--- src/rtl/rio_link_tx_ctrl.sv ---
// -----------------------------------------------------------------------------
// rio_link_tx_ctrl
//
// Transmit-side link controller for a RocketIO serial lane. It runs the
// TRN/ACK bring-up handshake with the peer and then forwards user words to
// the GTP TX data/charisk ports. When no user word is available it sends IDLE,
// and optionally a periodic clock-correction word. It falls back to training
// on receive loss, a peer retrain, or a rising edge of the link error flag.
//
// Optional feature macro: RIO_TX_CC_EN
//   defined   - a CC word (1C1C/11) is sent every CC_PERIOD cycles while UP,
//               with o_user_ready held low in the cycle the CC is chosen
//   undefined - no CC counter is built and CC is never sent
//
// Ports
//   clk              in   single clock
//   rst_n            in   asynchronous active-low reset
//   i_rx_up          in   local receiver aligned/locked
//   i_rx_peer_state  in   [1:0] 0 none, 1 peer sends TRN, 2 peer sends ACK/idle/data
//   i_link_error     in   sticky receive-side error flag (rising edge acted on)
//   i_user_data      in   [15:0] user word
//   i_user_valid     in   user word valid
//   o_user_ready     out  user word accepted this cycle (registered)
//   o_tx_data        out  [15:0] GTP TX data (registered)
//   o_tx_charisk     out  [1:0] GTP TX K flags, bit 1 qualifies data[15:8]
//   o_tx_up          out  link is UP (registered)
// -----------------------------------------------------------------------------
module rio_link_tx_ctrl #(
  parameter int unsigned TRAIN_CYCLES    = 1024,
  parameter int unsigned ACK_CYCLES      = 64,
  parameter int unsigned ERR_HOLD_CYCLES = 256,
  parameter int unsigned CC_PERIOD       = 5000
) (
  input  logic        clk,
  input  logic        rst_n,
  input  logic        i_rx_up,
  input  logic [1:0]  i_rx_peer_state,
  input  logic        i_link_error,
  input  logic [15:0] i_user_data,
  input  logic        i_user_valid,
  output logic        o_user_ready,
  output logic [15:0] o_tx_data,
  output logic [1:0]  o_tx_charisk,
  output logic        o_tx_up
);

  localparam int unsigned MAX_TA  = (TRAIN_CYCLES > ACK_CYCLES) ? TRAIN_CYCLES : ACK_CYCLES;
  localparam int unsigned MAX_TAE = (MAX_TA > ERR_HOLD_CYCLES) ? MAX_TA : ERR_HOLD_CYCLES;
  localparam int unsigned MAX_ALL = (MAX_TAE > CC_PERIOD) ? MAX_TAE : CC_PERIOD;
  localparam int          CNT_W   = $clog2(MAX_ALL) + 1;

  localparam logic [CNT_W-1:0] TRAIN_LAST = CNT_W'(TRAIN_CYCLES - 1);
  localparam logic [CNT_W-1:0] ACK_LAST   = CNT_W'(ACK_CYCLES - 1);
  localparam logic [CNT_W-1:0] HOLD_LAST  = CNT_W'(ERR_HOLD_CYCLES - 1);

  localparam logic [15:0] TRN_DATA  = 16'hBC4A;
  localparam logic [15:0] ACK_DATA  = 16'hBCB5;
  localparam logic [15:0] IDLE_DATA = 16'hBC50;
  localparam logic [15:0] CC_DATA   = 16'h1C1C;
  localparam logic [1:0]  K_HI      = 2'b10;
  localparam logic [1:0]  K_BOTH    = 2'b11;
  localparam logic [1:0]  K_NONE    = 2'b00;

  localparam logic [1:0]  PEER_NONE = 2'd0;
  localparam logic [1:0]  PEER_TRN  = 2'd1;
  localparam logic [1:0]  PEER_OK   = 2'd2;

  typedef enum logic [1:0] {
    ST_ERR_HOLD = 2'd0,
    ST_TRAIN    = 2'd1,
    ST_ACK      = 2'd2,
    ST_UP       = 2'd3
  } state_t;

  // Counters never wrap: they stop at their terminal value until a
  // transition clears them.
  function automatic logic [CNT_W-1:0] sat_inc(input logic [CNT_W-1:0] v,
                                               input logic [CNT_W-1:0] lim);
    sat_inc = (v >= lim) ? lim : (v + CNT_W'(1));
  endfunction

  state_t           state_q, state_d;
  logic [CNT_W-1:0] cnt_q, cnt_d;
  logic             err_q;
  logic [15:0]      tx_data_q, tx_data_d;
  logic [1:0]       tx_k_q, tx_k_d;
  logic             tx_up_q, tx_up_d;
  logic             ready_q, ready_d;

  logic             err_rise;
  logic             qualify;
  logic             accept;
  logic             cc_due;    // CC chosen this cycle (state_q is UP)
  logic             cc_due_d;  // CC will be due in the next cycle

  assign err_rise = i_link_error & ~err_q;
  assign qualify  = i_rx_up & (i_rx_peer_state != PEER_NONE);
  // ready_q is only ever high in UP, so it doubles as the UP qualifier.
  assign accept   = i_user_valid & ready_q;

`ifdef RIO_TX_CC_EN
  localparam logic [CNT_W-1:0] CC_LAST = CNT_W'(CC_PERIOD - 1);

  logic [CNT_W-1:0] cc_cnt_q, cc_cnt_d;

  assign cc_due = (state_q == ST_UP) && (cc_cnt_q == CC_LAST);

  // Runs only while staying in UP; any cycle outside UP (including the
  // entry cycle) leaves it at zero.
  always_comb begin
    cc_cnt_d = '0;
    if ((state_q == ST_UP) && (state_d == ST_UP)) begin
      cc_cnt_d = cc_due ? '0 : sat_inc(cc_cnt_q, CC_LAST);
    end
  end

  assign cc_due_d = (state_d == ST_UP) && (cc_cnt_d == CC_LAST);

  always_ff @(posedge clk or negedge rst_n) begin
    if (!rst_n) begin
      cc_cnt_q <= '0;
    end else begin
      cc_cnt_q <= cc_cnt_d;
    end
  end
`else
  assign cc_due   = 1'b0;
  assign cc_due_d = 1'b0;
`endif

  // Next state: link-loss exits take priority over everything, then a new
  // link error (ACK/UP only), then a peer retrain (UP only).
  always_comb begin
    state_d = state_q;
    cnt_d   = cnt_q;
    if (!i_rx_up) begin
      state_d = ST_TRAIN;
      cnt_d   = '0;
    end else if (((state_q == ST_ACK) || (state_q == ST_UP)) && err_rise) begin
      state_d = ST_ERR_HOLD;
      cnt_d   = '0;
    end else if ((state_q == ST_UP) && (i_rx_peer_state == PEER_TRN)) begin
      state_d = ST_TRAIN;
      cnt_d   = '0;
    end else begin
      case (state_q)
        ST_TRAIN: begin
          if (!qualify) begin
            cnt_d = '0;
          end else if (cnt_q == TRAIN_LAST) begin
            state_d = ST_ACK;
            cnt_d   = '0;
          end else begin
            cnt_d = sat_inc(cnt_q, TRAIN_LAST);
          end
        end
        ST_ACK: begin
          if ((cnt_q == ACK_LAST) && (i_rx_peer_state == PEER_OK)) begin
            state_d = ST_UP;
            cnt_d   = '0;
          end else begin
            cnt_d = sat_inc(cnt_q, ACK_LAST);
          end
        end
        ST_UP: begin
          cnt_d = '0;
        end
        ST_ERR_HOLD: begin
          if (cnt_q == HOLD_LAST) begin
            state_d = ST_TRAIN;
            cnt_d   = '0;
          end else begin
            cnt_d = sat_inc(cnt_q, HOLD_LAST);
          end
        end
        default: begin
          state_d = ST_TRAIN;
          cnt_d   = '0;
        end
      endcase
    end
  end

  // Output word for the next cycle. An accepted user word always wins so a
  // word taken in the last UP cycle is still emitted; o_tx_up stays high for
  // that word and falls with the first TRN.
  always_comb begin
    tx_data_d = TRN_DATA;
    tx_k_d    = K_HI;
    if (accept) begin
      tx_data_d = i_user_data;
      tx_k_d    = K_NONE;
    end else begin
      case (state_d)
        ST_UP: begin
          tx_data_d = cc_due ? CC_DATA : IDLE_DATA;
          tx_k_d    = cc_due ? K_BOTH : K_HI;
        end
        ST_ACK: begin
          tx_data_d = ACK_DATA;
          tx_k_d    = K_HI;
        end
        default: begin
          tx_data_d = TRN_DATA;
          tx_k_d    = K_HI;
        end
      endcase
    end
    tx_up_d = (state_d == ST_UP) || accept;
    ready_d = (state_d == ST_UP) && !cc_due_d;
  end

  always_ff @(posedge clk or negedge rst_n) begin
    if (!rst_n) begin
      state_q   <= ST_TRAIN;
      cnt_q     <= '0;
      err_q     <= 1'b0;
      tx_data_q <= TRN_DATA;
      tx_k_q    <= K_HI;
      tx_up_q   <= 1'b0;
      ready_q   <= 1'b0;
    end else begin
      state_q   <= state_d;
      cnt_q     <= cnt_d;
      err_q     <= i_link_error;
      tx_data_q <= tx_data_d;
      tx_k_q    <= tx_k_d;
      tx_up_q   <= tx_up_d;
      ready_q   <= ready_d;
    end
  end

  assign o_tx_data    = tx_data_q;
  assign o_tx_charisk = tx_k_q;
  assign o_tx_up      = tx_up_q;
  assign o_user_ready = ready_q;

endmodule

--- config.mk ---
export PLATFORM = sky130hd
export DESIGN_NAME = rio_link_tx_ctrl
export DESIGN_NICKNAME = d
export VERILOG_FILES = /design/src/rtl/rio_link_tx_ctrl.sv
export SDC_FILE = /design/constraint.sdc
export NUM_CORES = 1
export LEC_CHECK = 0
export CAP_MARGIN = 10
export CORE_MARGIN = 1
export CORE_UTILIZATION = 43
export CTS_CLUSTER_SIZE = 30
export DETAILED_ROUTE_END_ITERATION = 8
export PLACE_DENSITY = 0.75
export SYNTH_ARGS = -nofsm -noshare
export SYNTH_HDL_FRONTEND = slang
export SYNTH_SLANG_ARGS = --single-unit
--- constraint.sdc ---
create_clock -name clk -period 2.1 [get_ports clk]
set_clock_uncertainty 0.05 [all_clocks]
set_input_delay 0.21 -clock clk [delete_from_list [all_inputs] [get_ports clk]]
set_output_delay 0.21 -clock clk [all_outputs]
set_load 0.02 [all_outputs]
==> impl_metrics.yaml, run 1 <==
power_and_ir_drop:
  power_density_nw_per_um2: 557
  power.leakage_nw: 1.13
  power_mw: 1.39
  ir_drop_mv: 0.286
finish:
  fin_nets: 245
  area_growth_pct: 49.1
  drive_above_1_share_pct: 28.4
  fin_cells: 270
  postLayoutCoreUtil_pct: 67.7
  fin_area_um2: 2500
  diodes: 0
route:
  finalWirelength_mm: 3.90
  drt_iter0_drc: 43
  drc_errors: 0
  route.detailed.wl_per_inst_um: 14.4
  routed_via_density: 5.12
  num_vias: 1383
  drt_first_pass_iters: 4
  ant_nets: 0
sta:
  finalHoldViolations: 0
  finalWorstSetupSlack_ps: -116
  setup_tns_ps: -942
  finalCriticalPeriod_ps: 2220
  max_freq_mhz: 451
  setup_viol: 16
  fin_crit_sh_pct: 106
  rsz0062_at_grt: "true"
  hold_ws_ps: 299
  drv_slew: 0
floorplan:
  fp.dieH_um: 64.4
  rows: 22
  die-area_um2: 4150
  io-pin-count: 43
  die_w_um: 64.4
  core_um2: 3690
  start_util_pct: 45.4
worst_setup_path:
  path_cells: "or4_4 -> buf_6 -> or4_4 -> a22oi_4 -> a21oi_4 -> a21o_1"
  cp_slowest_stage_delay_ps: 590
  r2r_slack_ps: -120
  end_kind: "register"
  reg2regPathDepth: 6
  cp-start-kind: "register"
  cp.required_ps: 2220
  r2r_start: "cnt_q[10]"
  cp_data_arrival_time_ps: 2340
  crit_top_cell: "or4_4"
  r2r_end: "o_tx_data[0]"
  cp_max_fo: 6
  path_class: "register to register"
  cp_slowest_cell: "or4_4"
yosys:
  synth_cell_types: 43
  netlist_instances: 149
  yosysSeqAreaShare_pct: 54.6
  netlist_area_um2: 1670
  synth_edf_count: 0
  yosysWarnings: 0
  synth_seq_cells: 36
  synth_top_area_share_pct: 38.9
  synth_area_leaders: "dfrtp_1 39%, dfstp_2 16%, o21a_1 2.7%"
  async_flop_share_pct: 100
  synthFlopType: "dfrtp_1"
  synth_area_leader_cell: "dfrtp_1"
  synth_area_per_cell_um2: 11.2
placed_design:
  hpwl_mm: 2.90
  io_buffers: 41
  pre_cts_ws_ps: -143
  routabilityCongestion: 0.955
  place_area_um2: 2300
  dp_cells: 260
clock_network:
  clk_path_buf_depth: 2
  cts.sinks: 36
  postCtsHoldBufs: 0
  root_buffer: "clkbuf_8"
  clkLatencyLatePin_ps: 280
  htreeDepth: 2
  path_clk_slew_ps: 70
  cts_tree: "done"
  cts_buffers: 5
grt:
  grt-ovfl-total: 0
  grt_max_degree: 37
  grt_pass1_vias: 1418
  antenna_found_initial: 0
  track_usage_pct: 21.3
  grt_pass1_wl_mm: 6.55
job:
  cap_violations: 0
run_status:
  violations: "setup timing"
  outcome: "complete, but fails checks"
worst_hold_path:
  min_path_type: "input port to asynchronous set/reset pin"
-- cell usage in the layout, fill, tap and decap left out, drive strengths merged, types with 2 or more instances in the layout --
cell type / netlist / layout
clkinv: 0 / 2
dfrtp: 26 / 26
a21oi: 5 / 5
nand2: 8 / 8
o311ai: 2 / 2
nor4b: 2 / 2
inv: 4 / 4
or2: 2 / 2
clkdlybuf4s50: 0 / 41
nand2b: 6 / 6
or3: 3 / 3
nor2: 8 / 8
or4: 5 / 5
clkbuf: 3 / 6
a21boi: 2 / 2
nand4b: 2 / 2
o21ai: 7 / 7
nor3: 3 / 3
conb: 1 / 5
nor4: 2 / 2
a211oi: 2 / 2
dfstp: 10 / 10
buf: 2 / 25
xnor2: 4 / 4
and2: 2 / 2
nand4: 4 / 4
and3: 3 / 3
nand3: 5 / 5
a21o: 5 / 5
o21a: 6 / 6
nand3b: 2 / 2
xor2: 5 / 5
-- layout make-up --
class | count | area (um^2)
clock buffers | 6 | 82.6
fillers | 288 | 1190
multi-input cells | 108 | 810
repair buffers | 66 | 606
clock inverters | 2 | 10.0
inverters | 4 | 15.0
flip-flops and latches | 36 | 913
well taps | 48 | 60.1
-- power by group --
| part | leakage (nW) | internal (mW) | switching (mW) | total (mW) |
|---|---|---|---|---|
| Combinational | 0.636 | 0.0878 | 0.0730 | 0.161 |
| Clock | 0.0510 | 0.261 | 0.236 | 0.497 |
| Sequential | 0.439 | 0.715 | 0.0167 | 0.732 |
| Total | 1.13 | 1.06 | 0.326 | 1.39 |
-- registers in the layout, indices dropped and copies added (netlist names) --
| register | cells |
|---|---|
| err_q | 1 |
| state_q | 2 |
| o_tx_up | 1 |
| cnt_q | 14 |
| o_user_ready | 1 |
| o_tx_charisk | 1 |
| o_tx_data | 16 |
-- Yosys cell counts, types with 3 or more instances --
library cell  instances
dfrtp_1              26
dfstp_2              10
nand2_1               8
nor2_1                8
nand2b_1              6
o21a_1                6
a21o_1                5
nand3_1               5
xor2_1                5
a21oi_1               4
inv_1                 4
nand4_1               4
o21ai_0               4
xnor2_1               4
and3_1                3
clkbuf_1              3
nor3_1                3
o21ai_1               3
or3_1                 3
or4_1                 3
-- what timing repair did --
item / CTS / global route
resized for setup: 8 / 13
setup endpoints to repair: 20 / 21
pin swaps: 4 / 7
hold endpoints to repair: 0 / 0
setup buffers: 2 / 0
-- metal layers --
metal	wire length [um]	GRT usage (%)	share of wire, %
met5	0	0	0
met4	55	6.67	1.4
met3	227	6.96	5.8
met2	2030	37.1	52
met1	1590	24.5	41
-- worst max path at each step --
stage | from | to | slack [ps]
after global routing | cnt_q[10] | cnt_q[3] | -170
after floorplan | cnt_q[7] | o_tx_data[0] | 0.7
final | cnt_q[10] | o_tx_data[0] | -120
after global placement | cnt_q[7] | cnt_q[0] | -150
after detailed placement | cnt_q[10] | cnt_q[4] | -140
after CTS | cnt_q[10] | o_tx_data[0] | -90
-- worst max-delay path: cells and delay by family (launching register included) --
family,cells,cell delay (ps)
buffers and inverters,1,160
flip-flops,1,360
AND/OR/NAND/NOR,2,1020
AO/OA/AOI/OAI,3,510
-- kinds of logic (layout without fill, tap and decap cells) --
logic type      Yosys count  after routing  share of synthesized area (%)
compound gates           34             34                           15.5
xor+xnor                  9              9                           4.71
fa+ha+maj                 1              1                          0.747
buf+inv                   9             78                           2.69
flops                    36             36                           54.6
other cells               1              5                          0.224
simple gates             59             59                           21.5
(Power assumes the default switching activity.)
==> run 2: changes to the inputs <==
--- a/config.mk
+++ b/config.mk
@@ -7,10 +7,10 @@
 export LEC_CHECK = 0
 export CAP_MARGIN = 10
 export CORE_MARGIN = 1
-export CORE_UTILIZATION = 43
+export CORE_UTILIZATION = 48
 export CTS_CLUSTER_SIZE = 30
 export DETAILED_ROUTE_END_ITERATION = 8
-export PLACE_DENSITY = 0.75
+export PLACE_DENSITY = 0.79
 export SYNTH_ARGS = -nofsm -noshare
 export SYNTH_HDL_FRONTEND = slang
 export SYNTH_SLANG_ARGS = --single-unit
==> constraint.sdc (replaced) <==
create_clock -name clk -period 2.4 [get_ports clk]
set_clock_uncertainty 0.05 [all_clocks]
set_input_delay 0.24 -clock clk [delete_from_list [all_inputs] [get_ports clk]]
set_output_delay 0.24 -clock clk [all_outputs]
set_load 0.02 [all_outputs]
==> impl_metrics.yaml, run 2 (synthesized netlist as in run 1, its figures left out) <==
worst_setup_path:
  r2r_slack_ps: 70
  end_kind: "register"
  cp_slowest_stage_delay_ps: 610
  r2r_end: "cnt_q[4]"
  cp_max_fo: 11
  path_class: "register to register"
  cp-start-kind: "register"
  path_cells: "or4_4 -> or4_1 -> nand4_1 -> or3b_2 -> o21ai_0"
  reg2regPathDepth: 5
  cp_data_arrival_time_ps: 2500
  critical_path.top_delay_family: "simple AND/OR/NAND/NOR gates"
  cp.required_ps: 2570
  cp_slowest_cell: "or4_4"
  r2r_start: "cnt_q[10]"
  path_buf_inv: 0
finish:
  n_fill_cell: 268
  area_growth_pct: 37.7
  fin_nets: 232
  fin_area_um2: 2300
  drive_above_1_share_pct: 18.7
  layout_common_cells: "41 x clkdlybuf4s50_1, 26 x dfrtp_1, 12 x buf_4"
  largest_reg_flops: 16
  postLayoutCoreUtil_pct: 69.1
  diodes: 0
  mostFrequentLayoutCell: "clkdlybuf4s50_1"
floorplan:
  fp.dieH_um: 61.1
  start_util_pct: 50.2
  die_w_um: 61.1
  core_um2: 3340
  io-pin-count: 43
  rows: 21
  die-area_um2: 3730
run_status:
  outcome: "finished clean"
sta:
  fin_crit_sh_pct: 96.9
  setup_viol: 0
  slew_headroom_pct: 64.1
  worst_pin_slew_ps: 531
  hold_ws_ps: 250
  finalCriticalPeriod_ps: 2330
  max_freq_mhz: 430
  drv_slew: 0
  finalWorstSetupSlack_ps: 73.5
  finalHoldViolations: 0
route:
  drt_first_pass_iters: 4
  route.detailed.wl_per_inst_um: 15.4
  finalWirelength_mm: 3.94
  wl_met3_um: 276
  routed.top_layer: "met4"
  num_vias: 1395
  drc_errors: 0
  routedLengthMet1_mm: 1.61
  ant_nets: 0
  dr_wl_met2_mm: 1.99
  drt_iter0_drc: 67
  routed_via_density: 5.47
power_and_ir_drop:
  power_density_nw_per_um2: 512
  ir_drop_mv: 0.410
  power.leakage_nw: 1.00
clock_network:
  cts_tree: "done"
  htreeDepth: 2
  clkLatencyLatePin_ps: 330
  postCtsHoldBufs: 0
  cts_buffers: 5
  path_clk_slew_ps: 110
  root_buffer: "clkbuf_4"
  clk_path_buf_depth: 2
  cts.sinks: 36
placed_design:
  place_area_um2: 2220
  hpwl_mm: 3.03
  routabilityCongestion: 0.964
  io_buffers: 41
  pre_cts_ws_ps: 82.2
grt:
  track_usage_pct: 22.9
  grt_max_degree: 37
  grt_pass1_vias: 1341
  grt_pass1_wl_mm: 6.02
  grt-ovfl-total: 0
  antenna_found_initial: 0
worst_hold_path:
  min_path_type: "input port to asynchronous set/reset pin"
job:
  cap_violations: 0
run 2: per-layer routing:
layer  global-route usage, %  vias up
li1                        -      650
met1                    29.6      678
met2                    37.6       59
met3                    5.67        8
met4                    7.79        0
met5                       0        -
run 2: power breakdown:
group | internal [mW] | switching [mW]
Combinational | 0.0650 | 0.0555
Sequential | 0.625 | 0.0172
Clock | 0.217 | 0.200
run 2: final cells by class:
type	instances	area, um^2	share of cell area [%]
inverter	4	15.0	0.651
sequential	36	913	39.6
multi-input combinational	108	738	32.0
tap	46	57.6	2.50
clock inverter	3	42.5	1.85
timing repair buffer	53	500	21.7
clock buffer	5	37.5	1.63
run 2: through the flow:
step / setup TNS, ps / instances / total power, mW
detailed placement: 0 / 247 / 0.774
finish: 0 / 255 / 1.18
global route: -8.78 / 255 / 1.23
CTS: 0 / 255 / 1.19
floorplan: 0 / 153 / 0.698
global placement: 0 / 247 / 0.770
run 2: worst max path at each step:
stage | from | to | slack [ps] | cells after the start
detailed placement | cnt_q[10] | o_tx_data[7] | 80 | 5
floorplan | cnt_q[10] | o_tx_data[0] | 220 | 6
global placement | cnt_q[10] | cnt_q[4] | 160 | 5
CTS | cnt_q[10] | o_tx_data[7] | 60 | 5
finish | cnt_q[10] | cnt_q[4] | 70 | 5
global route | cnt_q[10] | cnt_q[4] | -9 | 5
run 2: repair_timing:
action | in CTS | in global routing
hold endpoints to repair | 0 | 0
buffers inserted | 0 | 0
endpoints found under the setup margin | 0 | 2
resized for setup | 0 | 1
